File: src/rtl/fifo_uart_tx.sv
// fifo_uart_tx: UART transmitter that drains a first-word-fall-through FIFO.
// Each frame pops one word and sends a start bit, DBIT data bits LSB first,
// and one stop bit.
// Optional feature: define FIFO_UART_TX_PARITY_EN to insert an even-parity
// bit between the data bits and the stop bit.
module fifo_uart_tx #(
  parameter int CLKS_PER_BIT = 16,
  parameter int DBIT         = 8
) (
  input  logic            clk,
  input  logic            reset,
  input  logic            empty,
  input  logic [DBIT-1:0] r_data,
  output logic            rd,
  output logic            tx,
  output logic            tx_busy,
  output logic            tx_done_tick
);

  localparam int TW = $clog2(CLKS_PER_BIT);
  localparam int BW = $clog2(DBIT + 1);
  localparam logic [TW-1:0] TICK_LAST = TW'(CLKS_PER_BIT - 1);
  localparam logic [BW-1:0] BIT_LAST  = BW'(DBIT - 1);

  typedef enum logic [2:0] {
    S_IDLE  = 3'd0,
    S_LOAD  = 3'd1,
    S_START = 3'd2,
    S_DATA  = 3'd3,
    S_STOP  = 3'd5
`ifdef FIFO_UART_TX_PARITY_EN
    , S_PARITY = 3'd4
`endif
  } state_e;

  state_e          state_q, state_d;
  logic [TW-1:0]   tick_q, tick_d;
  logic [BW-1:0]   bit_q, bit_d;
  logic [DBIT-1:0] shift_q, shift_d;
  logic            tx_q, tx_d;
  logic            tick_last_s;
  logic            bit_last_s;
`ifdef FIFO_UART_TX_PARITY_EN
  logic            parity_q, parity_d;
`endif

  assign tick_last_s = (tick_q == TICK_LAST);
  assign bit_last_s  = (bit_q == BIT_LAST);

  // State register: reset forces IDLE at once, aborting any frame in flight.
  always_ff @(posedge clk or posedge reset) begin
    if (reset) begin
      state_q <= S_IDLE;
    end else begin
      state_q <= state_d;
    end
  end

  // Next-state logic: walk the frame one bit period at a time.
  always_comb begin
    state_d = state_q;
    case (state_q)
      S_IDLE: begin
        if (!empty) state_d = S_LOAD;
        else        state_d = S_IDLE;
      end
      S_LOAD: state_d = S_START;
      S_START: begin
        if (tick_last_s) state_d = S_DATA;
        else             state_d = S_START;
      end
      S_DATA: begin
        if (tick_last_s && bit_last_s) begin
`ifdef FIFO_UART_TX_PARITY_EN
          state_d = S_PARITY;
`else
          state_d = S_STOP;
`endif
        end else begin
          state_d = S_DATA;
        end
      end
`ifdef FIFO_UART_TX_PARITY_EN
      S_PARITY: begin
        if (tick_last_s) state_d = S_STOP;
        else             state_d = S_PARITY;
      end
`endif
      S_STOP: begin
        if (tick_last_s) state_d = S_IDLE;
        else             state_d = S_STOP;
      end
      default: state_d = S_IDLE;
    endcase
  end

  // Datapath next values: capture the FIFO head in LOAD only, then count
  // ticks per bit and shift the data right at each data-bit boundary.
  always_comb begin
    tick_d  = tick_q;
    bit_d   = bit_q;
    shift_d = shift_q;
`ifdef FIFO_UART_TX_PARITY_EN
    parity_d = parity_q;
`endif
    case (state_q)
      S_LOAD: begin
        tick_d  = {TW{1'b0}};
        bit_d   = {BW{1'b0}};
        shift_d = r_data;
`ifdef FIFO_UART_TX_PARITY_EN
        parity_d = ^r_data;
`endif
      end
      S_START, S_STOP: begin
        if (tick_last_s) tick_d = {TW{1'b0}};
        else             tick_d = tick_q + TW'(1);
      end
`ifdef FIFO_UART_TX_PARITY_EN
      S_PARITY: begin
        if (tick_last_s) tick_d = {TW{1'b0}};
        else             tick_d = tick_q + TW'(1);
      end
`endif
      S_DATA: begin
        if (tick_last_s) begin
          tick_d  = {TW{1'b0}};
          bit_d   = bit_q + BW'(1);
          shift_d = {1'b0, shift_q[DBIT-1:1]};
        end else begin
          tick_d  = tick_q + TW'(1);
        end
      end
      default: begin
        tick_d  = tick_q;
        bit_d   = bit_q;
        shift_d = shift_q;
      end
    endcase
  end

  // Output logic: tx is precomputed from the next state so the line
  // register changes exactly on state/bit boundaries.
  always_comb begin
    tx_d         = 1'b1;
    rd           = 1'b0;
    tx_busy      = 1'b0;
    tx_done_tick = 1'b0;
    case (state_d)
      S_START: tx_d = 1'b0;
      S_DATA:  tx_d = shift_d[0];
`ifdef FIFO_UART_TX_PARITY_EN
      S_PARITY: tx_d = parity_d;
`endif
      default: tx_d = 1'b1;
    endcase
    rd           = (state_q == S_LOAD);
    tx_busy      = (state_q != S_IDLE);
    tx_done_tick = (state_q == S_STOP) && tick_last_s;
  end

  // Datapath and line registers: everything returns to zero / idle-high.
  always_ff @(posedge clk or posedge reset) begin
    if (reset) begin
      tick_q  <= {TW{1'b0}};
      bit_q   <= {BW{1'b0}};
      shift_q <= {DBIT{1'b0}};
      tx_q    <= 1'b1;
`ifdef FIFO_UART_TX_PARITY_EN
      parity_q <= 1'b0;
`endif
    end else begin
      tick_q  <= tick_d;
      bit_q   <= bit_d;
      shift_q <= shift_d;
      tx_q    <= tx_d;
`ifdef FIFO_UART_TX_PARITY_EN
      parity_q <= parity_d;
`endif
    end
  end

  assign tx = tx_q;

endmodule
File: config.mk
export PLATFORM = sky130hd
export DESIGN_NAME = fifo_uart_tx
export DESIGN_NICKNAME = d
export VERILOG_FILES = /design/src/rtl/fifo_uart_tx.sv
export SDC_FILE = /design/constraint.sdc
export NUM_CORES = 1
export LEC_CHECK = 0
export ABC_CLOCK_PERIOD_IN_PS = 3300
export CAP_MARGIN = 20
export CORE_MARGIN = 8
export CORE_UTILIZATION = 50
export DETAILED_ROUTE_END_ITERATION = 10
export PLACE_DENSITY = 0.74
export SKIP_LAST_GASP = 1
export SLEW_MARGIN = 20
export SYNTH_ARGS = -nofsm -noshare
export SYNTH_HDL_FRONTEND = slang
export SYNTH_SLANG_ARGS = --single-unit
File: constraint.sdc
create_clock -name clk -period 3.3 [get_ports clk]
set_input_delay 0.66 -clock clk [delete_from_list [all_inputs] [get_ports clk]]
set_output_delay 0.66 -clock clk [all_outputs]
set_load 0.01 [all_outputs]
==> Yosys cells after proc, flatten, opt, wreduce, memory -nomap -nowiden <==
Cells that the tools add are included.
{ "word_totals": {"regBits": 20, "output_inout_bits": 4, "ram_bits": 0, "romBits": 0, "input_bits": 11, "latch_bits": 0, "mem_count": 0, "elab_cells": 37} }
{ "classes": {"n_eq_ne": 9, "mux": 12, "order_cmp": 0, "mul": 0, "shifts": 0, "n_reduce_logical": 8, "add_sub_neg": 2, "bitwise_logic": 0, "div": 0} }
{ "ops": {"columns": ["op", "n"], "rows": [
  ["4-bit case mux with 2 select lines", 2],
  ["8-bit case mux with 2 select lines", 1],
  ["3-bit case mux with 5 select lines", 1],
  ["3-bit by 2-bit equality test with 1-bit output (second input constant)", 4],
  ["4-bit by 1-bit adder with 4-bit output (second input constant)", 2],
  ["4-bit two-way mux", 2],
  ["8-bit two-way mux", 1],
  ["3-bit two-way mux", 2],
  ["4-bit by 3-bit equality test with 1-bit output (second input constant)", 1],
  ["4-bit equality test (second input constant)", 1],
  ["2-bit nonzero test", 2],
  ["3-bit by 1-bit equality test with 1-bit output (second input constant)", 1],
  ["3-bit equality test (second input constant)", 1],
  ["3-bit zero test", 1],
  ["3-bit nonzero test", 1],
  ["3-bit OR reduction", 1],
  ["1-bit logical AND", 2],
  ["1-bit two-way mux", 2],
  ["2-bit != test (second input constant)", 1],
  ["1-bit case mux with 2 select lines", 1],
  ["2-bit AND reduction", 1]
]} }

==> Depth between registers and ports, before layout <==
{ "logic_depth": {"word_depth": 6, "depth_mapped": 6, "ltp_nobuf": 5} }

==> Worst setup path after synthesis <==
No wires, ideal clock.
{ "synth_path": {"path_type": "register -> output", "start": "register state_q[2]", "end": "output port tx_busy", "path_buffers": 1, "path_stages_with_launch": 3, "setup_slack_ns": 1.641, "required_ns": 2.640, "arrival_ns": 0.999, "path_cell_list": "dfrtp_1 > buf_2 > or3_1"} }
{ "synth_between": {"elab_chain_cells": 1} }
{ "synth_lines": {"columns": ["item", "line", "text"], "rows": [
  ["from (decl)", "36", "state_e state_q, state_d;"],
  ["from (signal assigned)", "55", "state_q <= state_d;"],
  ["3-bit nonzero test", "158", "tx_busy = (state_q != S_IDLE);"],
  ["to (decl)", "16", "output logic tx_busy,"]
]} }
Every way passes these cells.

==> Final worst setup path <==
{ "layout_path": {"start": "register state_q[2]", "end": "output port rd"} }
{ "layout_between": {"elab_chain_cells": 1} }
{ "layout_lines": {"columns": ["item", "line", "text"], "rows": [
  ["3-bit by 1-bit equality test with 1-bit output", "157", "rd = (state_q == S_LOAD);"],
  ["to (decl)", "14", "output logic rd,"]
]} }
Every way passes these cells.

==> impl_metrics.json <==
{
  "h-tree-depth": 1,
  "cp-end-kind": "output pin",
  "vdd_ir_drop_max_mv": 0.503,
  "wirelength_mm": 2.07,
  "cts.hold.buffers_added": 0,
  "netlist_area_um2": 1040,
  "power_frac_clock_pct": 17.4,
  "top_layer": "met4",
  "clk_latency_ps": 300,
  "cap_violations": 0,
  "synth_area_leaders": "dfrtp_1, a22o_1, a21o_1",
  "p_per_area_nw_per_um2": 671,
  "clk_path_buf_depth": 2,
  "finalSetupViolations": 0,
  "design.die.area_um2": 3810,
  "grt_max_degree": 21,
  "met3_length_um": 97,
  "fin_setup_tns_ps": 0,
  "hold_path_end": "shift_q[2]$_DFFE_PP0P_",
  "synthArstFlopShare_pct": 100,
  "slew_headroom_pct": 50.2,
  "row_count": 16,
  "r2r_setup_slack_ps": 1370,
  "core_um2": 1960,
  "synth_mux_area_share_pct": 1.08,
  "synth-seq-cells": 20,
  "cts_sinks": 20,
  "power.leakage_nw": 0.568,
  "syn_nets": 120,
  "synth_compound_area_share_pct": 21.4,
  "area_delta_synth_final_pct": 18.1,
  "clkSlewWorstSetupHoldPaths_ps": 110,
  "rr_startpoint": "tick_q[0]$_DFFE_PP0P_",
  "dp_hpwl_mm": 1.56,
  "p_seq_share_pct": 50.6,
  "post_cts_buffers": 0,
  "slowest_delay_ps": 560,
  "placed_cells": 145,
  "synthAdderAreaFrac_pct": 2.40,
  "yosysTopAreaCellShare_pct": 45.5,
  "grt_pass1_vias": 900,
  "start_kind": "flip-flop",
  "r2r_end": "bit_q[0]$_DFFE_PP0P_",
  "min_path_cells": 1,
  "fmax_mhz": 375,
  "grt_pass1_wl_mm": 3.73,
  "overflow": 0,
  "yosys.area.top_type": "dfrtp_1",
  "final_util_pct": 62.9,
  "synth_cell_types": 40,
  "antenna_left": 0,
  "hold_class": "reg2reg",
  "cts_root_buffer": "clkbuf_4",
  "drtIter0Drc": 20,
  "grt_use_total_pct": 13.0,
  "cts_tree": "done",
  "max_slew.worst_pin.slew_ps": 746,
  "drcViolationCount": 0,
  "syn_inst": 107,
  "finClkSkew_ps": 1.62,
  "worstSetupPathType": "reg2out",
  "ys_warn_count": 0,
  "finalHoldViolations": 0,
  "chipWidth_um": 61.7,
  "synth-xor-area-share_pct": 0.838,
  "worstPathRequired_ps": 2640,
  "grt_setup_unrepaired": "false",
  "fin_crit_sh_pct": 80.7,
  "synth-edff-count": 0,
  "slew_violations": 0,
  "cts_buffers": 3,
  "met2WireLength_mm": 1.07,
  "syn_avg_cell_area_um2": 9.76,
  "drt-met1-wl_um": 878,
  "worst-r2r-cell-count": 5,
  "dr.pass1.iters": 4,
  "p_sw_share_pct": 35.2,
  "cts_resized": 0,
  "fp.dieH_um": 61.7,
  "status": "finished, final reports clean",
  "drive_gt1_share_pct": 10.7,
  "synth_top_family_by_area": "compound AO/OA/AOI/OAI gates",
  "diodes": 0,
  "hp-start": "shift_q[2]$_DFFE_PP0P_",
  "io_buffers": 14,
  "gp_congestion": 0.836,
  "crit_path_max_fanout": 14,
  "detail_route.wl_per_cell_um": 13.9,
  "cp.arrival_ps": 2000,
  "ys_seq_area_share_pct": 48.0,
  "yosys_most_used_dff": "dfrtp_1",
  "yosys.area_share.simple_pct": 21.1,
  "path_cells": "nand2b_2, nand2b_4, inv_4, clkdlybuf4s50_1",
  "antenna_found_initial": 0,
  "num-nets-final": 136,
  "p_sw_mw": 0.291,
  "crit_path_top_delay_cell": "dfrtp_1",
  "fin_cells": 149,
  "power_frac_comb_pct": 32.0,
  "initial_core_util_pct": 53.3,
  "vias": 843,
  "min_period_ps": 2660,
  "power.internal_mw": 0.537,
  "boundaryPins": 15,
  "via_per_inst": 5.66
}
[cell type report]
class | count | area (um^2)
Tap cell | 27 | 33.8
Inverter | 8 | 32.5
Sequential cell | 20 | 502
Timing Repair Buffer | 14 | 140
Fill cell | 178 | 728
Clock buffer | 4 | 36.3
Multi-Input combinational cell | 76 | 489
[metal layers]
metal  global-route usage, %  up-vias
met3                    3.29        4
met5                       0        -
li1                        -      408
met2                    23.2       16
met4                    6.49        0
met1                    13.7      415
[worst max-delay path by stage]
stage	start	cells after the start	endpoint	slack, ps
after floorplan	state_q[2]$_DFF_PP0_	2	tx_busy	1640
after global placement	state_q[2]$_DFF_PP0_	4	rd	1020
after detailed placement	state_q[2]$_DFF_PP0_	4	rd	1000
after CTS	state_q[2]$_DFF_PP0_	4	rd	630
after global routing	state_q[2]$_DFF_PP0_	4	rd	540
final	state_q[2]$_DFF_PP0_	4	rd	640
[synthesized netlist by cell type, types with 2 or more instances]
| cell type | number |
|---|---|
| dfrtp_1 | 19 |
| nor2_1 | 10 |
| a21oi_1 | 7 |
| inv_1 | 7 |
| nand2_1 | 7 |
| a21o_1 | 6 |
| a22o_1 | 6 |
| nor3_1 | 4 |
| o21ai_1 | 4 |
| o21ai_0 | 3 |
| buf_2 | 2 |
| ha_1 | 2 |
| nand3_1 | 2 |
| o22ai_1 | 2 |
[critical path: cells and delay by family, from the launching register on]
family / cells / cell delay (ps)
flops: 1 / 560
buf+inv: 2 / 660
simple gates: 2 / 480
[cell families after synthesis]
logic type	after synthesis
AO/OA/AOI/OAI	34
buffers and inverters	11
AND/OR/NAND/NOR	38
multiplexers	1
adder cells (fa/ha/maj)	2
flip-flops	20
XOR/XNOR	1
[placed cells by master, fill, tap and decap left out, types with 2 or more instances in the layout]
| cell | count |
|---|---|
| a22o_1 | 6 |
| o21ai_0 | 3 |
| nand2_1 | 7 |
| a21oi_1 | 7 |
| nor3_1 | 4 |
| inv_1 | 7 |
| clkbuf_4 | 3 |
| nand3_1 | 2 |
| ha_1 | 2 |
| clkdlybuf4s50_1 | 14 |
| nor2_1 | 10 |
| a21o_1 | 6 |
| dfrtp_1 | 19 |
| o22ai_1 | 2 |
| o21ai_1 | 4 |
[metrics by stage]
step | instance area [um^2] | setup slack [ps] | hold slack [ps] | power [mW]
after floorplan | 1040 | 1640 | 450 | 0.614
after global placement | 1200 | 1020 | 465 | 0.673
after detailed placement | 1200 | 996 | 465 | 0.691
after CTS | 1230 | 631 | 492 | 0.834
after global routing | 1230 | 541 | 514 | 0.893
final | 1230 | 635 | 491 | 0.828
[registers in the layout, summed over array words and instances (netlist names)]
signal / flops
shift_q: 8
tx: 1
bit_q: 4
tick_q: 4
state_q: 3
[power by group through the flow]
| stage | combinational, mW | sequential [mW] | clock [mW] |
|---|---|---|---|
| 6_report | 0.265 | 0.419 | 0.144 |
| 5_1_grt | 0.302 | 0.433 | 0.158 |
| 4_1_cts | 0.270 | 0.417 | 0.148 |
| 3_5_place_dp | 0.268 | 0.423 | 0 |
| 3_3_place_gp | 0.256 | 0.418 | 0 |
| 2_1_floorplan | 0.212 | 0.402 | 0 |
Note: power is estimated with default switching activity, not from simulation.
